<file path="src/rtl/ex_muldiv_pkg.sv">
// Shared constants for the RV32M multiply/divide unit: opcode/funct decode
// values, FSM state type and a conditional-negate helper.
package ex_muldiv_pkg;

  localparam logic [6:0] INST_TYPE_R_M = 7'b0110011;
  localparam logic [6:0] FUNCT7_M      = 7'b0000001;

  localparam logic [2:0] INST_MUL    = 3'd0;
  localparam logic [2:0] INST_MULH   = 3'd1;
  localparam logic [2:0] INST_MULHSU = 3'd2;
  localparam logic [2:0] INST_MULHU  = 3'd3;
  localparam logic [2:0] INST_DIV    = 3'd4;
  localparam logic [2:0] INST_DIVU   = 3'd5;
  localparam logic [2:0] INST_REM    = 3'd6;
  localparam logic [2:0] INST_REMU   = 3'd7;

  typedef enum logic [1:0] {
    ST_IDLE = 2'd0,
    ST_BUSY = 2'd1,
    ST_DONE = 2'd2
  } md_state_e;

  function automatic logic [31:0] cneg32(input logic [31:0] v, input logic neg);
    return neg ? (32'd0 - v) : v;
  endfunction

endpackage

</file>
<file path="src/rtl/ex_muldiv_div_core.sv">
// Restoring divider datapath: one quotient bit per step on unsigned magnitudes.
// Exposes the post-step quotient/remainder so the caller can register the final result.
module div_core (
  input  logic        clk_i,
  input  logic        rst_ni,
  input  logic        load_i,
  input  logic        step_i,
  input  logic [31:0] dividend_i,
  input  logic [31:0] divisor_i,
  output logic [31:0] quo_nxt_o,
  output logic [31:0] rem_nxt_o
);

  logic [31:0] quo_q, rem_q, dvs_q;
  logic [31:0] quo_d, rem_d, dvs_d;
  logic [32:0] trial;

  // Partial remainder stays below the divisor, so {rem, next bit} fits 33 bits
  // and bit 32 of the trial difference is a clean borrow flag.
  always_comb begin
    trial = {rem_q, quo_q[31]} - {1'b0, dvs_q};
    if (trial[32]) begin
      rem_nxt_o = {rem_q[30:0], quo_q[31]};
      quo_nxt_o = {quo_q[30:0], 1'b0};
    end else begin
      rem_nxt_o = trial[31:0];
      quo_nxt_o = {quo_q[30:0], 1'b1};
    end
  end

  always_comb begin
    quo_d = quo_q;
    rem_d = rem_q;
    dvs_d = dvs_q;
    if (load_i) begin
      quo_d = dividend_i;
      rem_d = '0;
      dvs_d = divisor_i;
    end else if (step_i) begin
      quo_d = quo_nxt_o;
      rem_d = rem_nxt_o;
    end
  end

  always_ff @(posedge clk_i or negedge rst_ni) begin
    if (!rst_ni) begin
      quo_q <= '0;
      rem_q <= '0;
      dvs_q <= '0;
    end else begin
      quo_q <= quo_d;
      rem_q <= rem_d;
      dvs_q <= dvs_d;
    end
  end

endmodule

</file>
<file path="src/rtl/ex_muldiv.sv">
// Multi-cycle RV32M execute unit (MUL*/DIV*/REM*) with pipeline stall request.
// Define MULDIV_FAST_MUL_EN for a single-cycle 33x33 multiplier; division stays iterative.
module ex_muldiv
  import ex_muldiv_pkg::*;
(
  input  logic        sys_clk,
  input  logic        sys_rst_n,
  input  logic [31:0] inst,
  input  logic [31:0] op1,
  input  logic [31:0] op2,
  input  logic [4:0]  rd_addr,
  input  logic        flush,
  output logic        stall_req,
  output logic [31:0] md_rd_data,
  output logic [4:0]  md_rd_addr,
  output logic        md_rd_wen
);

  md_state_e   state_q;
  logic [4:0]  cnt_q;
  logic [2:0]  f3_q;
  logic [4:0]  rd_q;
  logic        neg_q, rneg_q;
  logic [63:0] acc_q;
  logic [31:0] mcand_q;
  logic [31:0] data_q;
  logic [4:0]  addr_q;
  logic        wen_q;

  logic        start, accept, is_div, sgn1, sgn2, s1, s2;
  logic        div_zero, div_ovf;
  logic [2:0]  f3;
  logic [31:0] a_mag, b_mag, special_res;
  logic [32:0] msum;
  logic [63:0] acc_step, prod;
  logic [31:0] quo_nxt, rem_nxt, final_res;
  logic        unused_inst;

  assign f3          = inst[14:12];
  assign start       = (inst[6:0] == INST_TYPE_R_M) && (inst[31:25] == FUNCT7_M);
  assign accept      = (state_q == ST_IDLE) && start && !flush;
  assign unused_inst = ^{inst[24:15], inst[11:7]};

  assign is_div = f3[2];
  assign sgn1   = is_div ? !f3[0] : (f3 != INST_MULHU);
  assign sgn2   = is_div ? !f3[0] : (f3[2:1] == 2'b00);
  assign s1     = sgn1 & op1[31];
  assign s2     = sgn2 & op2[31];
  assign a_mag  = cneg32(op1, s1);
  assign b_mag  = cneg32(op2, s2);

  assign div_zero    = is_div && (op2 == '0);
  assign div_ovf     = is_div && !f3[0] && (op1 == 32'h8000_0000) && (op2 == '1);
  assign special_res = div_zero ? (f3[1] ? op1 : '1) : (f3[1] ? '0 : 32'h8000_0000);

`ifdef MULDIV_FAST_MUL_EN
  logic signed [32:0] fa, fb;
  logic signed [63:0] fprod;
  logic [31:0]        fast_res;
  assign fa       = {s1, op1};
  assign fb       = {s2, op2};
  assign fprod    = 64'(fa) * 64'(fb);
  assign fast_res = (f3 == INST_MUL) ? fprod[31:0] : fprod[63:32];
`endif

  // Shift-add on magnitudes: multiplier bits are consumed from acc_q[31:0]
  // while the partial sum enters from the top; sign is applied at the end.
  assign msum     = {1'b0, acc_q[63:32]} + (acc_q[0] ? {1'b0, mcand_q} : 33'd0);
  assign acc_step = {msum, acc_q[31:1]};
  assign prod     = neg_q ? (64'd0 - acc_step) : acc_step;

  div_core u_div_core (
    .clk_i      (sys_clk),
    .rst_ni     (sys_rst_n),
    .load_i     (accept),
    .step_i     ((state_q == ST_BUSY) && !flush),
    .dividend_i (a_mag),
    .divisor_i  (b_mag),
    .quo_nxt_o  (quo_nxt),
    .rem_nxt_o  (rem_nxt)
  );

  always_comb begin
    final_res = '0;
    if (f3_q[2]) final_res = f3_q[1] ? cneg32(rem_nxt, rneg_q) : cneg32(quo_nxt, neg_q);
    else         final_res = (f3_q == INST_MUL) ? prod[31:0] : prod[63:32];
  end

  always_ff @(posedge sys_clk or negedge sys_rst_n) begin
    if (!sys_rst_n) begin
      state_q <= ST_IDLE;
      cnt_q   <= '0;
      f3_q    <= '0;
      rd_q    <= '0;
      neg_q   <= 1'b0;
      rneg_q  <= 1'b0;
      acc_q   <= '0;
      mcand_q <= '0;
      data_q  <= '0;
      addr_q  <= '0;
      wen_q   <= 1'b0;
    end else begin
      wen_q <= 1'b0;
      if (flush) begin
        state_q <= ST_IDLE;
        cnt_q   <= '0;
      end else begin
        unique case (state_q)
          ST_IDLE: if (start) begin
            f3_q    <= f3;
            rd_q    <= rd_addr;
            neg_q   <= s1 ^ s2;
            rneg_q  <= s1;
            acc_q   <= {32'd0, b_mag};
            mcand_q <= a_mag;
            cnt_q   <= '0;
            if (div_zero || div_ovf) begin
              state_q <= ST_DONE;
              data_q  <= special_res;
              addr_q  <= rd_addr;
              wen_q   <= (rd_addr != '0);
`ifdef MULDIV_FAST_MUL_EN
            end else if (!is_div) begin
              state_q <= ST_DONE;
              data_q  <= fast_res;
              addr_q  <= rd_addr;
              wen_q   <= (rd_addr != '0);
`endif
            end else begin
              state_q <= ST_BUSY;
            end
          end
          ST_BUSY: begin
            acc_q <= acc_step;
            cnt_q <= cnt_q + 5'd1;
            if (cnt_q == 5'd31) begin
              state_q <= ST_DONE;
              data_q  <= final_res;
              addr_q  <= rd_q;
              wen_q   <= (rd_q != '0);
            end
          end
          ST_DONE: state_q <= ST_IDLE;
          default: state_q <= ST_IDLE;
        endcase
      end
    end
  end

  assign stall_req  = sys_rst_n && (accept || (state_q == ST_BUSY));
  assign md_rd_data = data_q;
  assign md_rd_addr = addr_q;
  assign md_rd_wen  = wen_q && !flush;

endmodule

</file>
<file path="config.mk">
export PLATFORM = sky130hd
export DESIGN_NAME = ex_muldiv
export DESIGN_NICKNAME = d
export VERILOG_FILES = /design/src/rtl/ex_muldiv_pkg.sv /design/src/rtl/ex_muldiv_div_core.sv /design/src/rtl/ex_muldiv.sv
export SDC_FILE = /design/constraint.sdc
export NUM_CORES = 1
export LEC_CHECK = 0
export CAP_MARGIN = 20
export CORE_UTILIZATION = 50
export CTS_BUF_LIST = sky130_fd_sc_hd__clkbuf_8
export DETAILED_ROUTE_END_ITERATION = 16
export PLACE_DENSITY_LB_ADDON = 0.1
export SYNTH_ARGS = -nofsm -noshare
export SYNTH_HDL_FRONTEND = slang
export SYNTH_HIERARCHICAL = 1
export SYNTH_SLANG_ARGS = --single-unit
</file>
<file path="constraint.sdc">
create_clock -name sys_clk -period 7.6 [get_ports sys_clk]
set_input_delay 1.14 -clock sys_clk [delete_from_list [all_inputs] [get_ports sys_clk]]
set_output_delay 1.14 -clock sys_clk [all_outputs]
set_load 0.005 [all_outputs]
</file>
* Word level (Yosys, flattened, before mapping)
Cells that the tools add are included.
** Word-level totals
- Flip-flop bits (word level) :: 247
- Output and inout bits :: 39
** Operators by class
- Add/subtract/negate cells :: 8
- Eq/ne operators :: 12
- Muxes and demuxes :: 43
- Bitwise logic cells :: 4
- Reductions and logical operators :: 28
** Operators by type and width (number)
- $mux W32 :: 19
- $mux W64 :: 2
- $pmux W64 S2 :: 1
- $sub A1 B32 Y32 const A :: 4
- $eq A32 B32 Y1 const B :: 2
- $pmux W32 S2 :: 1
- $sub A1 B64 Y64 const A :: 1
- $add A32 B32 Y33 :: 1
- $sub A33 B32 Y33 :: 1
- $logic_not A32 Y1 :: 1
- $mux W5 :: 5
- $pmux W5 S2 :: 2
- $logic_and A1 B1 Y1 :: 10
- $reduce_bool A5 Y1 :: 2
- $mux W2 :: 4
- $eq A7 B1 Y1 const B :: 1
- $eq A7 B6 Y1 const B :: 1
- $mux W1 :: 7
- $ne A3 B2 Y1 const B :: 2
- $reduce_and A3 Y1 :: 2
- $add A5 B1 Y5 const B :: 1
- $eq A5 B5 Y1 const B :: 1
- $reduce_and A5 Y1 :: 1
- $logic_not A2 Y1 :: 2
- 15 further kinds :: 21

* Longest topological paths before layout
Gate-level depths: netlist of run 1.
- Depth in word-level cells :: 9
- Depth in mapped cells :: 25

* Cells and area by module
Netlist of run 1, hierarchy kept.
** By module, submodules not included
- ex_muldiv :: times used 1, cells an instance 1711, area each 13589.3 um^2, seq. area each 3778.6 um^2
- div_core :: times used 1, cells an instance 823, area each 6900.4 um^2, seq. area each 2402.3 um^2

* Worst setup path before layout of run 1
No wires, ideal clock.
- Kind :: reg-to-reg
- Start point :: register u_div_core.rem_q[1]
- End point :: register data_q[29] (netlist: md_rd_data[29])
- Arrival :: 4.765 ns
- Required time :: 7.506 ns
- Slack :: 2.742 ns
- Cell stages (with the launch flop) :: 22
- Buffers on the path :: 1
- Clock period less this slack :: 4.858 ns
- Path through :: dfrtp_1 -> ha_1 -> nor2b_1 -> o21a_1 -> o21ai_1 -> nand3_2 -> o21a_4 -> o21ai_2 -> nand2_1 -> inv_2 -> buf_2 -> mux2_2 -> or4_1 -> nor4_1 -> nand2b_1 -> nand2b_1 -> o31ai_1 -> xnor2_1 -> a21oi_1 -> a221oi_1 -> a21oi_1 -> a221oi_2
** Between the ends
- Cells in the longest elaborated chain, start to end :: 8
** RTL lines
- start: declaration :: RTL line ex_muldiv_div_core.sv:14 : logic [31:0] quo_q, rem_q, dvs_q;
- start signal: assignment :: RTL line ex_muldiv_div_core.sv:52 : rem_q <= rem_d;
- $sub A33 B32 Y33 :: RTL line ex_muldiv_div_core.sv:21 : trial = {rem_q, quo_q[31]} - {1'b0, dvs_q};
- $mux W1 :: RTL line ex_muldiv_div_core.sv:22 : if (trial[32]) begin
- via quo_nxt[0] :: RTL line ex_muldiv.sv:36 : logic [31:0] quo_nxt, rem_nxt, final_res;
- $sub A1 B32 Y32 :: RTL line ex_muldiv_pkg.sv:24 : return neg ? (32'd0 - v) : v;
- $mux W32 :: RTL line ex_muldiv_pkg.sv:24
- $mux W32 (2 in series) :: RTL line ex_muldiv.sv:85 : if (f3_q[2]) final_res = f3_q[1] ? cneg32(rem_nxt, rneg_q) : cneg32(quo_nxt, neg_q);
- $mux W32 :: RTL line ex_muldiv.sv:136 : if (cnt_q == 5'd31) begin
- $pmux W32 S2 :: RTL line ex_muldiv.sv:108 : unique case (state_q)
- end signal: assignment :: RTL line ex_muldiv.sv:119 : data_q <= special_res;
- end signal: assignment :: RTL line ex_muldiv.sv:138 : data_q <= final_res;
- end: declaration :: RTL line ex_muldiv.sv:26 : logic [31:0] data_q;
The timed path passes the listed nets, and every way through them passes these cells. The select of a mux whose other input is x is not followed.
A chain may end at the register's enable or synchronous reset.

* Worst setup path after layout of run 1
- Start point :: register u_div_core.rem_q[19]
- End point :: register data_q[29] (netlist: md_rd_data[29])
The elaborated chain is that of the path after synthesis.

==> metrics, run 1 <==
outcome complete, no violations; reg-to-reg setup timing slack 1.30 ns; ys flop type dfrtp_1; Finished Layout Cells 3,125; Slew HR 30.04%; asr flop ratio synth 100.0%; sequential share of the synthesized area 30.17%; # fillers 3,735; Initial Util 51.10%; FF-to-FF Start u_div_core/rem_q[19]; Area Overhead vs Synth 12.10%; worst-margin pin slew 1.049 ns; TritonCTS clock tree built; grt ovf 0; Avg WL per Cell 23.20 microns; Area after DPL 21,850 sq um; Cell Pwr Density 134.1 nW/um^2; First DRT Iteration DRCs 1,807; Post-Syn Instances 2,534; pre-CTS setup slack 1.497 ns; clk sinks ~250; Post-Layout Inst Area 22,970 sq um; Critical Path Stages 20; mean post-synth cell area 8.086 sq um; synthesis-stage register bit count 247; Final Cycle Share 82.90%; total CTS buffers 47; Worst Path Buf+Inv 1; Top-Level Pins 143; crit path launch u_div_core/rem_q[19]; Post-synth EDFFs 0; YS warnings 6; Post-CTS Setup Bufs 0; Routed Antenna Nets 0; final worst path period need 6.301 ns; RSZ-0062 raised after global routing false; hold slack approximately 0.40 ns; min setup slack post-route 1.299 ns; FF-to-FF End md_rd_data[29]; Core Box Area about 40,000 sq um; worst setup path end md_rd_data[29]; Pwr Total just over 3 mW; TritonRoute pass-1 iters 6; maximum VDD drop 0.2430 mV; Worst-Skew Late Latency about 0.66 ns; DRC errors left 0; clk_skew 0.04133 ns; cell family with most CP delay simple AND/OR/NAND/NOR gates; pins over their slew limit 0; Worst Path Required roughly 8.2 ns; final wirelength between 70,000 and 80,000 microns; row count 73; Layout Utilization a little under three fifths; Arrival @ worst endpoint 6.85 ns; crit-path cells ha_1 > and2_1 > nand2_1 > nor2_1 > and4_1 > o21ai_1 > nand3_1 > nand2_1 > inv_2 > mux2_2 > nor4_1 > nand4_1 > nand2b_1 > nand2b_1 > o31ai_1 > xnor2_1 > a21oi_1 > a221oi_1 > a21oi_1 > a221oi_2; crit-path max cell delay about 0.8 ns; fmax 158.7 MHz; initial antenna violation count 4; Post-Syn Nets ~2,700; Clk pin slew, worst setup/hold paths 0.07 ns; # setup viols final 0; Hold Fails Final Rpt 0; die area around 42,000 sq um; crit path max fanout 24; CP Launch Type flip-flop; setup TNS 0 ns; first-pass GRT wire length 111,300 microns; hpwl dp 54,730 microns; root buffer cell clkbuf_8; area of the multi-input gates around 13,000 sq um; RePlAce Congestion 0.9427; Die X 204.4 microns; Buffers on Ports 127; # H-tree levels 2; Post-Syn Area 20,490 sq um; pin count of the biggest net entering global routing between 100 and 150; Slowest-stage cell, CP nor4_1; NumNets Final 2,740; FF-to-FF path depth 20; leakage roughly 10 nW; Netlist cell types 96; post-CTS sizing 0; Hold Crit Class primary input to async pin; Max-Cap Viols 0; layout cells sized above 1 around 8.5%; DR vias/cell around 6.4; GRT Resource Usage Total between 30% and 40%; Post-Place Cells 3,034; CP endpoint kind flip-flop; Crit Path Category flip-flop to flip-flop; Vias 19,878; clk buf depth 3; vias in the first global route 18,671; post-cts hold buffer count 0; register area between 6000 and 7000 sq um; Chip Height just over 200 microns
[where the power goes]
group	total (mW)	internal [mW]	switching (mW)	leakage (nW)
sequential	1.32	1.32	0.00207	3.27
combinational	0.301	0.116	0.185	6.26
clock	1.46	0.802	0.658	0.576
total	3.08	2.24	0.845	10.1
[worst min path at each step]
stage	from	endpoint	cells past startpoint
after floorplan	acc_q[35]	acc_q[35]	2
after global placement	md_rd_data[15]	md_rd_data[15]	2
after detailed placement	md_rd_data[15]	md_rd_data[15]	2
after CTS	sys_rst_n	u_div_core/quo_q[18]	1
after global routing	sys_rst_n	u_div_core/rem_q[22]	1
final	sys_rst_n	u_div_core/rem_q[22]	1
[synth_stat cells (44+ instances only)]
cell type	count	share of area, %
dfrtp_1	247	30
o31ai_1	48	1.8
mux2_2	56	3.1
and2_1	50	1.5
nand3_1	44	1.1
xor2_1	94	4.0
o21ai_0	271	6.6
clkbuf_1	117	2.1
xnor2_1	119	5.1
nand2_1	311	5.7
ha_1	72	4.4
inv_1	74	1.4
a21oi_1	142	3.5
nor3_1	50	1.2
nor2_1	173	3.2
mux2i_1	72	3.5
[layout by cell type (no fill, tap or decap), types with 56 or more instances in the layout]
cell type and count:
nand2_1 311, o21ai_0 271, dfrtp_1 245, nor2_1 173
a21oi_1 142, clkdlybuf4s50_1 126, xnor2_1 119, xor2_1 94
inv_1 84, mux2i_1 72, ha_1 72, clkbuf_8 62
mux2_2 56
[area by class of cell]
cell class / instances / area share [%]
Antenna cell: 1 / 0.01089
Multi-Input combinational cell: 2028 / 57.54
Inverter: 78 / 1.286
Clock inverter: 24 / 0.7463
Tap cell: 525 / 2.860
Sequential cell: 247 / 26.92
Clock buffer: 62 / 3.715
Timing Repair Buffer: 160 / 6.918
[kinds of logic (layout without fill, tap and decap cells)]
logic type      Yosys count  in the layout  synth area share, %
xor+xnor                213            213                9.105
flops                   247            247                30.17
other cells               0              1                    0
fa+ha+maj                74             74                4.592
buf+inv                 259            324                5.441
mux                     129            129                6.705
simple gates            843            843                19.97
compound gates          769            769                24.02
[flip-flops by register name (all words and copies together) (netlist names)]
register	count
u_div_core/rem_q	32
mcand_q	32
u_div_core/quo_q	32
wen_q	1
rneg_q	1
state_q	2
md_rd_addr	5
cnt_q	5
u_div_core/dvs_q	32
neg_q	1
md_rd_data	32
rd_q	5
acc_q	64
f3_q	3
[per-layer routing]
| layer | global-route usage [%] | vias up | part of all wire, % |
|---|---|---|---|
| met5 | 0 | - | 0.034 |
| met4 | 13.67 | 4 | 3.6 |
| met3 | 6.011 | 153 | 7.7 |
| met2 | 51.94 | 793 | 43 |
| met1 | 49.84 | 9672 | 45 |
| li1 | - | 9256 | - |
[worst register-to-register path, cell delays in order, from the launching register on]
cell and delay, ns:
dfrtp_1 0.41, ha_1 0.49, and2_1 0.29, nand2_1 0.14
nor2_1 0.17, and4_1 0.27, o21ai_1 0.12, nand3_1 0.14
nand2_1 0.09, inv_2 0.41, mux2_2 0.44, nor4_1 0.81
nand4_1 0.41, nand2b_1 0.34, nand2b_1 0.24, o31ai_1 0.30
xnor2_1 0.15, a21oi_1 0.11, a221oi_1 0.50, a21oi_1 0.15
a221oi_2 0.24
No activity file was read; power rests on OpenSTA's default activity.
==> run 2, diff against run 1 <==
clock period = 6.2 ns   (was 7.6 ns; I/O delays follow)
==> run 2 against run 1 <==
Register-to-register slack lost 0.88 ns; core utilization up 0.10 points; non-clock buffer count up 2; total power rose by 25%; cell area increased by 0.17%.
==> metrics, run 2 (synthesis results as in run 1) <==
outcome complete, no violations (unchanged); DRC errors left 0 (unchanged); # H-tree levels 2 (unchanged); Arrival @ worst endpoint 6.32 ns (was 6.85 ns); layout cells sized above 1 8.686% (was 8.542%); register area 6183 sq um (unchanged); root buffer cell clkbuf_8 (unchanged); crit-path cells inv_1 > ha_1 > fa_1 > nor2b_1 > o21a_1 > o21ai_1 > nand3_2 > o21ai_1 > nand3_1 > nand2_1 > inv_2 > buf_4 > mux2_2 > nor4_1 > buf_4 > nand4_1 > nand2b_1 > nand2b_1 > o31ai_1 > xnor2_1 > a21oi_1 > a221oi_1 > a21oi_1 > a221oi_2 (was ha_1 > and2_1 > nand2_1 > nor2_1 > and4_1 > o21ai_1 > nand3_1 > nand2_1 > inv_2 > mux2_2 > nor4_1 > nand4_1 > nand2b_1 > nand2b_1 > o31ai_1 > xnor2_1 > a21oi_1 > a221oi_1 > a21oi_1 > a221oi_2); post-cts hold buffer count 0 (unchanged); Clk pin slew, worst setup/hold paths 0.06 ns (was 0.07 ns); Worst Path Required 6.74 ns (was 8.15 ns); TritonRoute pass-1 iters 5 (was 6); clk buf depth 3 (unchanged); Die X 204.4 microns (unchanged); clk sinks 247 (unchanged); CP endpoint kind flip-flop (unchanged); ANT cells 0 (was 1); die area 41,790 sq um (unchanged); Post-Layout Inst Area 23,010 sq um (was 22,970 sq um); setup TNS 0 ns (unchanged); crit path max fanout 14 (was 24); Vias 19,911 (was 19,878); Area after DPL 21,930 sq um (was 21,850 sq um); most frequent cells in the layout nand2_1 (311), o21ai_0 (271), dfrtp_1 (245), nor2_1 (173), a21oi_1 (142) (unchanged); Routed Antenna Nets 0 (unchanged); RSZ-0062 raised after global routing false (unchanged); First DRT Iteration DRCs 2,104 (was 1,807); total CTS buffers 48 (was 47); crit-path max cell delay 0.51 ns (was 0.81 ns); met2 wire len 31,880 microns (was 31,470 microns); hpwl dp 54,680 microns (was 54,730 microns); final wirelength 72,530 microns (was 72,510 microns); clk_skew 0.02651 ns (was 0.04133 ns); max FFs per register 64 (unchanged); Buffers on Ports 127 (unchanged); reg-to-reg setup timing slack 0.42 ns (was 1.30 ns); # fillers 3,789 (was 3,735); Core Box Area 40,100 sq um (unchanged); pins over their slew limit 0 (unchanged); first-pass GRT wire length 111,700 microns (was 111,300 microns); Chip Height 204.4 microns (unchanged); Reg with most FFs acc_q (unchanged); CP Launch Type flip-flop (unchanged); Initial Util 51.10% (unchanged); Max-Cap Viols 0 (unchanged); DR vias/cell 6.367 (was 6.361); leakage 10.11 nW (about the same); DR WL met3 5903 microns (was 5581 microns); Avg WL per Cell 23.19 microns (was 23.20 microns); post-CTS sizing 0 (unchanged); NumNets Final 2,743 (was 2,740); Cell Pwr Density 167.6 nW/um^2 (was 134.1 nW/um^2); vias in the first global route 18,857 (was 18,671); cell family with most CP delay compound AO/OA/AOI/OAI gates (was simple AND/OR/NAND/NOR gates); Top-Level Pins 143 (unchanged); commonest non-fill, non-tap cell in the layout nand2_1 (unchanged); Slowest-stage cell, CP a221oi_1 (was nor4_1); Final Cycle Share 93.19% (was 82.90%); max layer used met4 (was met5); Worst-Skew Late Latency 0.63 ns (was 0.66 ns); GRT Resource Usage Total 34.75% (was 34.85%); # setup viols final 0 (unchanged); initial antenna violation count 0 (was 4); Finished Layout Cells 3,127 (was 3,125); pin count of the biggest net entering global routing 143 (was 102); maximum VDD drop 0.1741 mV (was 0.2430 mV); Slew HR 29.27% (was 30.04%); Area Overhead vs Synth 12.30% (was 12.10%); TritonCTS clock tree built (unchanged); Hold Crit Class primary input to async pin (unchanged); Post-CTS Setup Bufs 0 (unchanged); Hold Fails Final Rpt 0 (unchanged); Worst Path Buf+Inv 4 (was 1); RePlAce Congestion 0.9511 (was 0.9427); row count 73 (unchanged); Crit Path Category flip-flop to flip-flop (unchanged); M1 WL 32,420 microns (was 32,850 microns); fmax 173.1 MHz (was 158.7 MHz); area of the multi-input gates 13,220 sq um (unchanged); final worst path period need 5.778 ns (was 6.301 ns); Post-Place Cells 3,040 (was 3,034); grt ovf 0 (unchanged); worst-margin pin slew 1.061 ns (was 1.049 ns)
[run 2: cell types whose count changed in the layout (fill, tap and decap cells not counted), sizes merged]
cell and delta:
buf +3, bufinv +2, clkinvlp +1, dlymetal6s2s -1
clkinv -2, diode -1
[run 2: metal layers]
| layer | global-route usage (%) | vias up |
|---|---|---|
| met3 | 5.469 | 127 |
| met4 | 12.13 | 0 |
| met2 | 52.81 | 837 |
| met5 | 0 | - |
| li1 | - | 9269 |
| met1 | 49.76 | 9678 |
[run 2: worst paths after layout]
path | startpoint | to | cells past startpoint
worst min-delay path | sys_rst_n | u_div_core/dvs_q[20] | 1
max in group asynchronous | sys_rst_n | neg_q | 2
worst max register to register | u_div_core/quo_q[31] | md_rd_data[29] | 24
worst min register to register | md_rd_data[16] | md_rd_data[16] | 2
worst max-delay path | u_div_core/quo_q[31] | md_rd_data[29] | 24
min in group sys_clk | md_rd_data[16] | md_rd_data[16] | 2
[run 2: area by class of cell]
cell class              instances  area share [%]
inverters                      78           1.283
clock inverters                25          0.9842
repair buffers                162           6.852
flip-flops and latches        247           26.87
clock buffers                  62           3.709
multi-input cells            2028           57.44
well taps                     525           2.855
[run 2: worst reg2reg max path, delay by kind of cell (launching register included)]
kind                       cells  cell delay, ns
DFF                            1            0.40
adders and majority gates      2            0.63
AOI/OAI and AO/OA              8            1.77
muxes                          1            0.39
buffers and inverters          4            0.75
xor gates and xnor gates       1            0.16
and+or+nand+nor                8            1.62
[run 2: stage by stage]
stage                     power [mW]  setup slack, ns  util, %  hold slack, ns
after floorplan                1.813            1.342        -          0.4551
after global placement         2.004           0.6132    54.69          0.4540
after detailed placement       2.007           0.5630    54.69          0.4604
after CTS                      3.883           0.5335    57.38          0.1481
after global routing           3.981          0.04940    57.38          0.1766
final                          3.855           0.4219    57.38          0.1622
[run 2: where the power goes]
group | total [mW] | switching [mW] | internal (mW)
Sequential | 1.62 | 0.00271 | 1.61
Combinational | 0.366 | 0.227 | 0.140
Clock | 1.87 | 0.803 | 1.07
==> run 3, diff against run 2 <==
ABC_CLOCK_PERIOD_IN_PS = 6000   (was unset)
clock period = 6 ns   (was 6.2 ns; I/O delays follow)
==> run 3 against run 2 <==
Count of clock-buffer cells in the layout down 6; combinational power up 3%; global-route usage down 0.18 points; wire length up 0.18%; final cell count about the same; largest power group unchanged.
==> metrics, run 3 (synthesis results as in run 1) <==
pins over their slew limit 0 (unchanged); DR vias/cell 6.341 (was 6.367); crit-path max cell delay 0.41 ns (was 0.51 ns); Core Box Area 40,100 sq um (unchanged); TritonCTS clock tree built (unchanged); worst-margin pin slew 1.065 ns (was 1.061 ns); CP Launch Type flip-flop (unchanged); Vias 19,834 (was 19,911); Chip Height 204.4 microns (unchanged); FF-to-FF Start u_div_core/quo_q[31] (unchanged); clk buf depth 3 (unchanged); total CTS buffers 48 (unchanged); TritonRoute pass-1 iters 5 (unchanged); Worst Path Buf+Inv 4 (unchanged); Hold Crit Class primary input to async pin (unchanged); leakage 10.08 nW (was 10.11 nW); crit-path cells inv_1 > ha_1 > fa_1 > nor2b_1 > o21a_1 > o21ai_1 > nand3_2 > o21ai_1 > nand3_1 > nand2_1 > inv_2 > buf_4 > mux2_2 > nor4_1 > buf_4 > nand4_1 > nand2b_1 > nand2b_1 > o31ai_1 > xnor2_1 > a21oi_1 > a221oi_1 > a21oi_1 > a221oi_2 (unchanged); final wirelength 72,650 microns (was 72,530 microns); GRT Resource Usage Total 34.56% (was 34.75%); # setup viols final 0 (unchanged); Hold Fails Final Rpt 0 (unchanged); RePlAce Congestion 0.9440 (was 0.9511); RSZ-0062 raised after global routing false (unchanged); Int Power 2.744 mW (was 2.823 mW); reg-to-reg setup timing slack 0.34 ns (was 0.42 ns); Die X 204.4 microns (unchanged); Reg with most FFs acc_q (unchanged); # fillers 3,814 (was 3,789); switching fraction of total power 27.61% (was 26.78%); Pwr Total 3.791 mW (was 3.855 mW); Worst Path Required 6.57 ns (was 6.74 ns); FF-to-FF End md_rd_data[29] (unchanged); worst setup path end md_rd_data[29] (unchanged); ANT cells 0 (unchanged); layout cells sized above 1 8.644% (was 8.686%); Clk pwr share 46.0% (was 48.5%); Final Cycle Share 94.28% (was 93.19%); First DRT Iteration DRCs 2,246 (was 2,104); register area 6183 sq um (unchanged); Area Overhead vs Synth 11.77% (was 12.30%); max FFs per register 64 (unchanged); Clk pin slew, worst setup/hold paths 0.06 ns (about the same); Top-Level Pins 143 (unchanged); Cell Pwr Density 165.5 nW/um^2 (was 167.6 nW/um^2); pin count of the biggest net entering global routing 141 (was 143); Layout Utilization 57.12% (was 57.38%); vias in the first global route 18,476 (was 18,857); Critical Path Stages 24 (unchanged); commonest non-fill, non-tap cell in the layout nand2_1 (unchanged); fmax 176.8 MHz (was 173.1 MHz); crit path max fanout 15 (was 14); DR WL met3 5836 microns (was 5903 microns); die area 41,790 sq um (unchanged); first-pass GRT wire length 110,600 microns (was 111,700 microns); Routed Antenna Nets 0 (unchanged); Crit Path Category flip-flop to flip-flop (unchanged); row count 73 (unchanged); Max-Cap Viols 0 (unchanged); crit path launch u_div_core/quo_q[31] (unchanged); area of the multi-input gates 13,220 sq um (unchanged); CP endpoint kind flip-flop (unchanged); most frequent cells in the layout nand2_1 (311), o21ai_0 (271), dfrtp_1 (245), nor2_1 (173), a21oi_1 (142) (unchanged); post-cts hold buffer count 0 (unchanged); M1 WL 32,740 microns (was 32,420 microns); hpwl dp 55,200 microns (was 54,680 microns); # H-tree levels 2 (unchanged); cell family with most CP delay compound AO/OA/AOI/OAI gates (unchanged); sw power 1.046 mW (was 1.033 mW); Logic pwr share 9.9% (was 9.5%); initial antenna violation count 5 (was 0); final worst path period need 5.657 ns (was 5.778 ns); post-CTS sizing 0 (unchanged); Post-CTS Setup Bufs 0 (unchanged); FF-to-FF path depth 24 (unchanged); sequential group share of total power 44.1% (was 42.0%); clk sinks 247 (unchanged); max layer used met5 (was met4); root buffer cell clkbuf_8 (unchanged); met2 wire len 32,420 microns (was 31,880 microns); setup TNS 0 ns (unchanged); grt ovf 0 (unchanged); maximum VDD drop 0.1594 mV (was 0.1741 mV); NumNets Final 2,751 (was 2,743); Avg WL per Cell 23.23 microns (was 23.19 microns); Arrival @ worst endpoint 6.22 ns (was 6.32 ns); clk_skew 0.02599 ns (was 0.02651 ns); Initial Util 51.10% (unchanged); Slew HR 28.98% (was 29.27%); Buffers on Ports 127 (unchanged); Slowest-stage cell, CP fa_1 (was a221oi_1); hold slack 0.1964 ns (was 0.1622 ns); outcome complete, no violations (unchanged); Worst-Skew Late Latency 0.66 ns (was 0.63 ns); DRC errors left 0 (unchanged)
run 3: cell type report:
class                           instances  area share [%]
Multi-Input combinational cell       2028           57.71
Sequential cell                       247           27.00
Timing Repair Buffer                  170           7.037
Clock buffer                           56           3.365
Tap cell                              525           2.868
Inverter                               78           1.289
Clock inverter                         24          0.7266
run 3: through the flow:
step | instances | setup slack [ns] | area [sq um]
6_report | 3128 | 0.3431 | 22900
4_1_cts | 3128 | 0.4460 | 22900
5_1_grt | 3128 | 0.008153 | 22900
3_5_place_dp | 3048 | 0.4480 | 21960
2_1_floorplan | 2534 | 1.142 | 20490
3_3_place_gp | 3048 | 0.5145 | 21960
run 3: how the worst min path moves through the flow:
stage	slack [ns]	startpoint	endpoint
after floorplan	0.46	acc_q[35]	acc_q[35]
after detailed placement	0.47	md_rd_data[15]	md_rd_data[15]
final	0.20	sys_rst_n	u_div_core/rem_q[18]
after global placement	0.46	md_rd_data[15]	md_rd_data[15]
after global routing	0.24	sys_rst_n	u_div_core/rem_q[18]
after CTS	0.22	sys_rst_n	u_div_core/rem_q[18]
run 3: routing by layer:
layer,global-route usage [%],vias up
met4,8.555,2
met5,0,-
li1,-,9269
met3,6.409,100
met1,49.78,9713
met2,53.04,750
run 3: power groups by stage:
stage | Combinational (mW) | Clock (mW) | Sequential, mW
final | 0.377 | 1.74 | 1.67
after global routing | 0.403 | 1.84 | 1.67
after CTS | 0.372 | 1.77 | 1.67
after detailed placement | 0.371 | 0 | 1.70
after global placement | 0.367 | 0 | 1.70
after floorplan | 0.174 | 0 | 1.70
